===== src/rtl/simple_processor_pkg.sv =====
// Shared types and constants for simple_processor and its pipelined execution unit.
package simple_processor_pkg;

  localparam int DATA_WIDTH       = 32;
  localparam int ADDR_WIDTH       = 16;
  localparam int EXEC_MEM_TIMEOUT = 16;

  // Encodings 13..15 are unassigned and decode as illegal.
  typedef enum logic [3:0] {
    FUNC_ADD   = 4'd0,
    FUNC_SUB   = 4'd1,
    FUNC_AND   = 4'd2,
    FUNC_OR    = 4'd3,
    FUNC_XOR   = 4'd4,
    FUNC_NOT   = 4'd5,
    FUNC_SLL   = 4'd6,
    FUNC_SLR   = 4'd7,
    FUNC_ADDI  = 4'd8,
    FUNC_SLLI  = 4'd9,
    FUNC_SLRI  = 4'd10,
    FUNC_LOAD  = 4'd11,
    FUNC_STORE = 4'd12
  } func_t;

  typedef enum logic [1:0] {
    S_IDLE = 2'd0,
    S_MEM  = 2'd1,
    S_DONE = 2'd2
  } exec_state_t;

endpackage


===== src/rtl/exec_alu.sv =====
// Combinational ALU: ALU results, effective address for LOAD/STORE, and illegal-func flag.
module exec_alu
  import simple_processor_pkg::*;
#(
  parameter int DATA_W = DATA_WIDTH,
  parameter int IMM_W  = 6
) (
  input  func_t             func_i,
  input  logic [DATA_W-1:0] rs1_i,
  input  logic [DATA_W-1:0] rs2_i,
  input  logic [IMM_W-1:0]  imm_i,
  output logic [DATA_W-1:0] result_o,
  output logic              illegal_o,
  output logic              mem_o,
  output logic              store_o
);

  localparam int SH_W = $clog2(DATA_W);

  logic [DATA_W-1:0] imm_ext;
  assign imm_ext = {{(DATA_W-IMM_W){imm_i[IMM_W-1]}}, imm_i};

  always_comb begin
    result_o  = '0;
    illegal_o = 1'b0;
    mem_o     = 1'b0;
    store_o   = 1'b0;
    case (func_i)
      FUNC_ADD:   result_o = rs1_i + rs2_i;
      FUNC_SUB:   result_o = rs1_i + ~rs2_i + DATA_W'(1);
      FUNC_AND:   result_o = rs1_i & rs2_i;
      FUNC_OR:    result_o = rs1_i | rs2_i;
      FUNC_XOR:   result_o = rs1_i ^ rs2_i;
      FUNC_NOT:   result_o = ~rs1_i;
      FUNC_SLL:   result_o = rs1_i << rs2_i[SH_W-1:0];
      FUNC_SLR:   result_o = rs1_i >> rs2_i[SH_W-1:0];
      FUNC_ADDI:  result_o = rs1_i + imm_ext;
      FUNC_SLLI:  result_o = rs1_i << imm_ext[SH_W-1:0];
      FUNC_SLRI:  result_o = rs1_i >> imm_ext[SH_W-1:0];
      FUNC_LOAD: begin
        result_o = rs1_i + imm_ext;
        mem_o    = 1'b1;
      end
      FUNC_STORE: begin
        result_o = rs1_i + imm_ext;
        mem_o    = 1'b1;
        store_o  = 1'b1;
      end
      default:    illegal_o = 1'b1;
    endcase
  end

endmodule


===== src/rtl/pipelined_execution_unit.sv =====
// Registered execution stage: 1-cycle ALU ops, DMEM req/ack LOAD/STORE with timeout,
// valid/ready result register toward writeback.
//   state | meaning
//   IDLE  | no op held, ready for input
//   MEM   | DMEM request outstanding, timeout counting down
//   DONE  | result held on outputs until out_ready_i
module pipelined_execution_unit
  import simple_processor_pkg::*;
#(
  parameter int DATA_W      = DATA_WIDTH,
  parameter int ADDR_W      = ADDR_WIDTH,
  parameter int IMM_W       = 6,
  parameter int RD_W        = 5,
  parameter int MEM_TIMEOUT = EXEC_MEM_TIMEOUT
) (
  input  logic              clk_i,
  input  logic              rst_ni,
  input  logic              in_valid_i,
  output logic              in_ready_o,
  input  func_t             func_i,
  input  logic [DATA_W-1:0] rs1_data_i,
  input  logic [DATA_W-1:0] rs2_data_i,
  input  logic [IMM_W-1:0]  imm_i,
  input  logic [RD_W-1:0]   rd_addr_i,
  output logic              dmem_req_o,
  output logic [ADDR_W-1:0] dmem_addr_o,
  output logic              dmem_we_o,
  output logic [DATA_W-1:0] dmem_wdata_o,
  input  logic [DATA_W-1:0] dmem_rdata_i,
  input  logic              dmem_ack_i,
  output logic              out_valid_o,
  input  logic              out_ready_i,
  output logic [DATA_W-1:0] rd_data_o,
  output logic [RD_W-1:0]   rd_addr_o,
  output logic              rd_we_o,
  output logic              err_o
);

  localparam int CNT_W = $clog2(MEM_TIMEOUT + 1);

  exec_state_t       state_q, state_d;
  logic [CNT_W-1:0]  cnt_q, cnt_d;
  logic              req_q, req_d;
  logic [ADDR_W-1:0] addr_q, addr_d;
  logic              we_q, we_d;
  logic [DATA_W-1:0] wdata_q, wdata_d;
  logic [DATA_W-1:0] rd_data_q, rd_data_d;
  logic [RD_W-1:0]   rd_addr_q, rd_addr_d;
  logic              rd_we_q, rd_we_d;
  logic              err_q, err_d;

  logic [DATA_W-1:0] alu_result;
  logic              alu_illegal, alu_mem, alu_store;
  logic              accept;

  exec_alu #(.DATA_W(DATA_W), .IMM_W(IMM_W)) u_alu (
    .func_i    (func_i),
    .rs1_i     (rs1_data_i),
    .rs2_i     (rs2_data_i),
    .imm_i     (imm_i),
    .result_o  (alu_result),
    .illegal_o (alu_illegal),
    .mem_o     (alu_mem),
    .store_o   (alu_store)
  );

  assign in_ready_o = rst_ni & ((state_q == S_IDLE) | ((state_q == S_DONE) & out_ready_i));
  assign accept     = in_valid_i & in_ready_o;

  always_comb begin
    state_d   = state_q;
    cnt_d     = cnt_q;
    req_d     = req_q;
    addr_d    = addr_q;
    we_d      = we_q;
    wdata_d   = wdata_q;
    rd_data_d = rd_data_q;
    rd_addr_d = rd_addr_q;
    rd_we_d   = rd_we_q;
    err_d     = err_q;
    case (state_q)
      S_IDLE, S_DONE: begin
        if ((state_q == S_DONE) && out_ready_i && !accept) begin
          state_d = S_IDLE;
        end
        if (accept) begin
          rd_addr_d = rd_addr_i;
          if (alu_mem) begin
            state_d   = S_MEM;
            cnt_d     = CNT_W'(MEM_TIMEOUT - 1);
            req_d     = 1'b1;
            addr_d    = alu_result[ADDR_W-1:0];
            we_d      = alu_store;
            wdata_d   = rs2_data_i;
            rd_data_d = '0;
            rd_we_d   = 1'b0;
            err_d     = 1'b0;
          end else begin
            state_d   = S_DONE;
            rd_data_d = alu_illegal ? '0 : alu_result;
            rd_we_d   = ~alu_illegal;
            err_d     = alu_illegal;
          end
        end
      end
      S_MEM: begin
        if (dmem_ack_i) begin
          state_d = S_DONE;
          req_d   = 1'b0;
          we_d    = 1'b0;
          if (!we_q) begin
            rd_data_d = dmem_rdata_i;
            rd_we_d   = 1'b1;
          end
        end else if (cnt_q == '0) begin
          // Last allowed request cycle passed without ack.
          state_d = S_DONE;
          req_d   = 1'b0;
          we_d    = 1'b0;
          err_d   = 1'b1;
        end else begin
          cnt_d = cnt_q - 1'b1;
        end
      end
      default: state_d = S_IDLE;
    endcase
  end

  always_ff @(posedge clk_i) begin
    if (!rst_ni) begin
      state_q   <= S_IDLE;
      cnt_q     <= '0;
      req_q     <= 1'b0;
      addr_q    <= '0;
      we_q      <= 1'b0;
      wdata_q   <= '0;
      rd_data_q <= '0;
      rd_addr_q <= '0;
      rd_we_q   <= 1'b0;
      err_q     <= 1'b0;
    end else begin
      state_q   <= state_d;
      cnt_q     <= cnt_d;
      req_q     <= req_d;
      addr_q    <= addr_d;
      we_q      <= we_d;
      wdata_q   <= wdata_d;
      rd_data_q <= rd_data_d;
      rd_addr_q <= rd_addr_d;
      rd_we_q   <= rd_we_d;
      err_q     <= err_d;
    end
  end

  assign dmem_req_o   = req_q;
  assign dmem_addr_o  = addr_q;
  assign dmem_we_o    = we_q;
  assign dmem_wdata_o = wdata_q;
  assign out_valid_o  = (state_q == S_DONE);
  assign rd_data_o    = rd_data_q;
  assign rd_addr_o    = rd_addr_q;
  assign rd_we_o      = rd_we_q;
  assign err_o        = err_q;

endmodule


===== config.mk =====
export PLATFORM = sky130hd
export DESIGN_NAME = pipelined_execution_unit
export DESIGN_NICKNAME = d
export VERILOG_FILES = /design/src/rtl/simple_processor_pkg.sv /design/src/rtl/exec_alu.sv /design/src/rtl/pipelined_execution_unit.sv
export SDC_FILE = /design/constraint.sdc
export NUM_CORES = 1
export LEC_CHECK = 0
export ABC_AREA = 0
export CAP_MARGIN = 10
export CORE_ASPECT_RATIO = 0.8
export CORE_MARGIN = 2
export CORE_UTILIZATION = 35
export DETAILED_ROUTE_END_ITERATION = 8
export PLACE_DENSITY_LB_ADDON = 0.05
export REMOVE_ABC_BUFFERS = 1
export SKIP_LAST_GASP = 1
export SLEW_MARGIN = 20
export SYNTH_ARGS = -nofsm -noshare
export SYNTH_HDL_FRONTEND = slang
export SYNTH_SLANG_ARGS = --single-unit

===== constraint.sdc =====
create_clock -name clk_i -period 4.8 [get_ports clk_i]
set_input_delay 0.48 -clock clk_i [delete_from_list [all_inputs] [get_ports clk_i]]
set_output_delay 0.48 -clock clk_i [all_outputs]
set_load 0.02 [all_outputs]

==> flow_summary.json <==
{
  "ys_types": 81,
  "synth_common_cells": "nand2_1, a21oi_1, ha_1, nor2_1, o21ai_0",
  "finClkSkew_ns": 0.02013,
  "swShare": 0.4412,
  "globalplace.congestion": 1.013,
  "first_iter_violations": 1882,
  "internal_power_mw": 2.017,
  "synth_area_leaders": "dfxtp_1, ha_1, nand2_1",
  "hold_path.class": "flip-flop to flip-flop",
  "post-route-util": 0.4626,
  "cts_resized": 0,
  "synth-main-ff-cell": "dfxtp_1",
  "die_width_um": 220.0,
  "tightestPinTransition_ns": 1.053,
  "clk_path_buf_depth": 2,
  "rows": 63,
  "ios": 207,
  "wire_per_inst_um": 26.29,
  "clock_latency_ns": 0.41,
  "path_cells": "clkdlybuf4s50_1, and3b_1, o21ai_1, buf_4, buf_12, mux2_2, ha_1, nand3_1, a211oi_1, nor2_1, o31ai_1, a21oi_1, o221ai_1, buf_4, a31oi_1, mux2_2, a221oi_1, o21ai_1",
  "relSlewSlack": 0.2929,
  "met3_usage": 0.1098,
  "ir_worst_vdd_mv": 0.1561,
  "seqPwrFrac": 0.234,
  "cts-root-buf": "clkbuf_16",
  "track_usage": 0.3442,
  "p_switching_mw": 1.593,
  "cts_made_buffers": 9,
  "leakage_nw": 7.147,
  "async_flop_share": 0,
  "cap_violations": 0,
  "synth.top_cell.area_share": 0.1472,
  "max_stage_delay_ns": 0.56,
  "critPathRequiredTime_ns": 5.10,
  "cp_slowest_cell": "o31ai_1",
  "dieHeight_um": 176.8,
  "status": "complete, no violations",
  "synth_top_area_cell": "dfxtp_1",
  "nNetsFinal": 2347,
  "finalSetupViolations": 0,
  "synth.most_common_cell": "nand2_1",
  "worstSetupPathType": "input port to flip-flop",
  "min_period_ns": 4.630,
  "rsz0062_at_grt": "false",
  "final_area_mm2": 0.01706,
  "critPathCaptureType": "flip-flop",
  "vias": 15740,
  "synth_area_per_cell_um2": 7.191,
  "cp_max_fo": 8,
  "p_per_area_mw_per_mm2": 211.6,
  "path_clk_slew_ns": 0.10,
  "cts_setup_buffers": 0,
  "grt_max_degree": 45,
  "critPathLaunchType": "input port",
  "fmax_mhz": 216.0,
  "total_power_mw": 3.610,
  "hpwl_mm": 54.37,
  "clockPowerShare": 0.233,
  "drv_slew": 0,
  "cts_tree": "done",
  "fin_crit_sh": 0.9647,
  "ff2ff_path_depth": 12,
  "core-area_mm2": 0.03689,
  "numPortBuffers": 206,
  "top_usage_layer": "met1",
  "htreeDepth": 3,
  "preCtsSetupSlack_ns": -0.1452,
  "ys_warn_count": 0,
  "vias_per_cell": 6.075,
  "p_comb_frac": 0.533,
  "drive_gt1_frac": 0.1275,
  "synth-edff-count": 0,
  "placed_cells": 2573,
  "initial_utilization": 0.3540,
  "grtUsageMet2": 0.4606,
  "cp.arrival_ns": 4.93,
  "hold_ws_ns": 0.4556,
  "cts_hold_buf": 0,
  "tns_ns": 0,
  "postRouteWirelength_mm": 68.12,
  "syn-cell-area_mm2": 0.01306,
  "n_fill_cell": 3815,
  "antenna_found_initial": 4,
  "final_hold_viol_count": 0,
  "synth_seq_cells": 96,
  "grt_use_met1": 0.5169,
  "die_area_mm2": 0.03888,
  "grt_first_pass_wirelength_mm": 98.12,
  "whs_path_depth": 2,
  "numClockSinks": 96,
  "firstDrtPassIters": 5,
  "stdcell_count": 2591,
  "grt_pass1_vias": 14580,
  "drc": 0,
  "synth_cells": 1816,
  "dpl_cell_area_mm2": 0.01675,
  "seq_area_frac_synth": 0.1472,
  "ant_nets": 0,
  "overflow": 0,
  "fin_ws_ns": 0.1696,
  "area_growth_pct": 30.67
}
## cell families after synthesis
group / synth area share
xor gates and xnor gates: 0.03152
and+or+nand+nor: 0.2073
adders and majority gates: 0.1295
DFF: 0.1472
buffers and inverters: 0.06985
AOI/OAI and AO/OA: 0.2789
muxes: 0.1357
## flip-flops by register name, indices dropped and copies added (netlist names)
| register | flops |
|---|---|
| dmem_wdata_o | 32 |
| rd_data_o | 32 |
| dmem_addr_o | 16 |
| cnt_q | 5 |
| rd_addr_o | 5 |
| state_q | 2 |
| dmem_req_o | 1 |
| dmem_we_o | 1 |
| err_o | 1 |
| rd_we_o | 1 |
## cells in the final DEF, fill, tap and decap left out, drive strengths merged, types with 8 or more instances in the layout
master,count
nand2,269
clkdlybuf4s50,206
buf,189
a21oi,171
ha,132
nor2,128
o21ai,124
inv,104
mux2i,100
dfxtp,96
nand3,53
o22ai,51
nor3,40
a211oi,34
xnor2,32
mux4,28
a31oi,27
a221oi,26
and3,25
a21o,17
xor2,15
nor2b,14
o211ai,14
o221ai,13
mux2,11
and2,11
nand2b,10
o2111ai,10
nor4,10
o21bai,9
clkbuf,9
o31ai,9
a2111oi,8
nand4,8
## area by class of cell
| type | count | area [µm²] | area share |
|---|---|---|---|
| multi-input combinational | 1493 | 10290 | 0.6030 |
| timing repair buffer | 395 | 3543 | 0.2077 |
| sequential | 96 | 1922 | 0.1126 |
| tap | 487 | 609.3 | 0.03571 |
| inverter | 102 | 382.9 | 0.02244 |
| clock buffer | 9 | 225.2 | 0.01320 |
| clock inverter | 7 | 86.33 | 0.005059 |
| antenna | 2 | 5.005 | 0.0002933 |
## layer usage
layer / share of wire / up-vias
li1: - / 7221
met1: 0.46 / 7539
met2: 0.39 / 896
met3: 0.12 / 82
met4: 0.023 / 2
met5: 0.00019 / -
## worst paths after layout
| path | startpoint | end | slack (ns) |
|---|---|---|---|
| worst max register to register | state_q[0] | rd_data_o[18] | 1.74 |
| worst min-delay path | dmem_wdata_o[14] | dmem_wdata_o[14] | 0.46 |
| worst min register to register | dmem_wdata_o[14] | dmem_wdata_o[14] | 0.46 |
| worst max-delay path | func_i[2] | rd_data_o[30] | 0.17 |
## power groups by stage
stage | sequential, mW | combinational [mW] | clock, mW
2_1_floorplan | 0.895 | 0.937 | 0
3_3_place_gp | 0.862 | 1.87 | 0
3_5_place_dp | 0.863 | 1.85 | 0
4_1_cts | 0.845 | 1.86 | 0.863
5_1_grt | 0.848 | 2.03 | 0.876
6_report | 0.845 | 1.92 | 0.842
## critical path: cells and delay by family
family                     cells  cell delay [ns]
AOI/OAI and AO/OA              8             2.06
adders and majority gates      1             0.30
buffers and inverters          4             0.97
muxes                          2             0.65
and+or+nand+nor                3             0.48
Power figures use the tool's default switching activity.
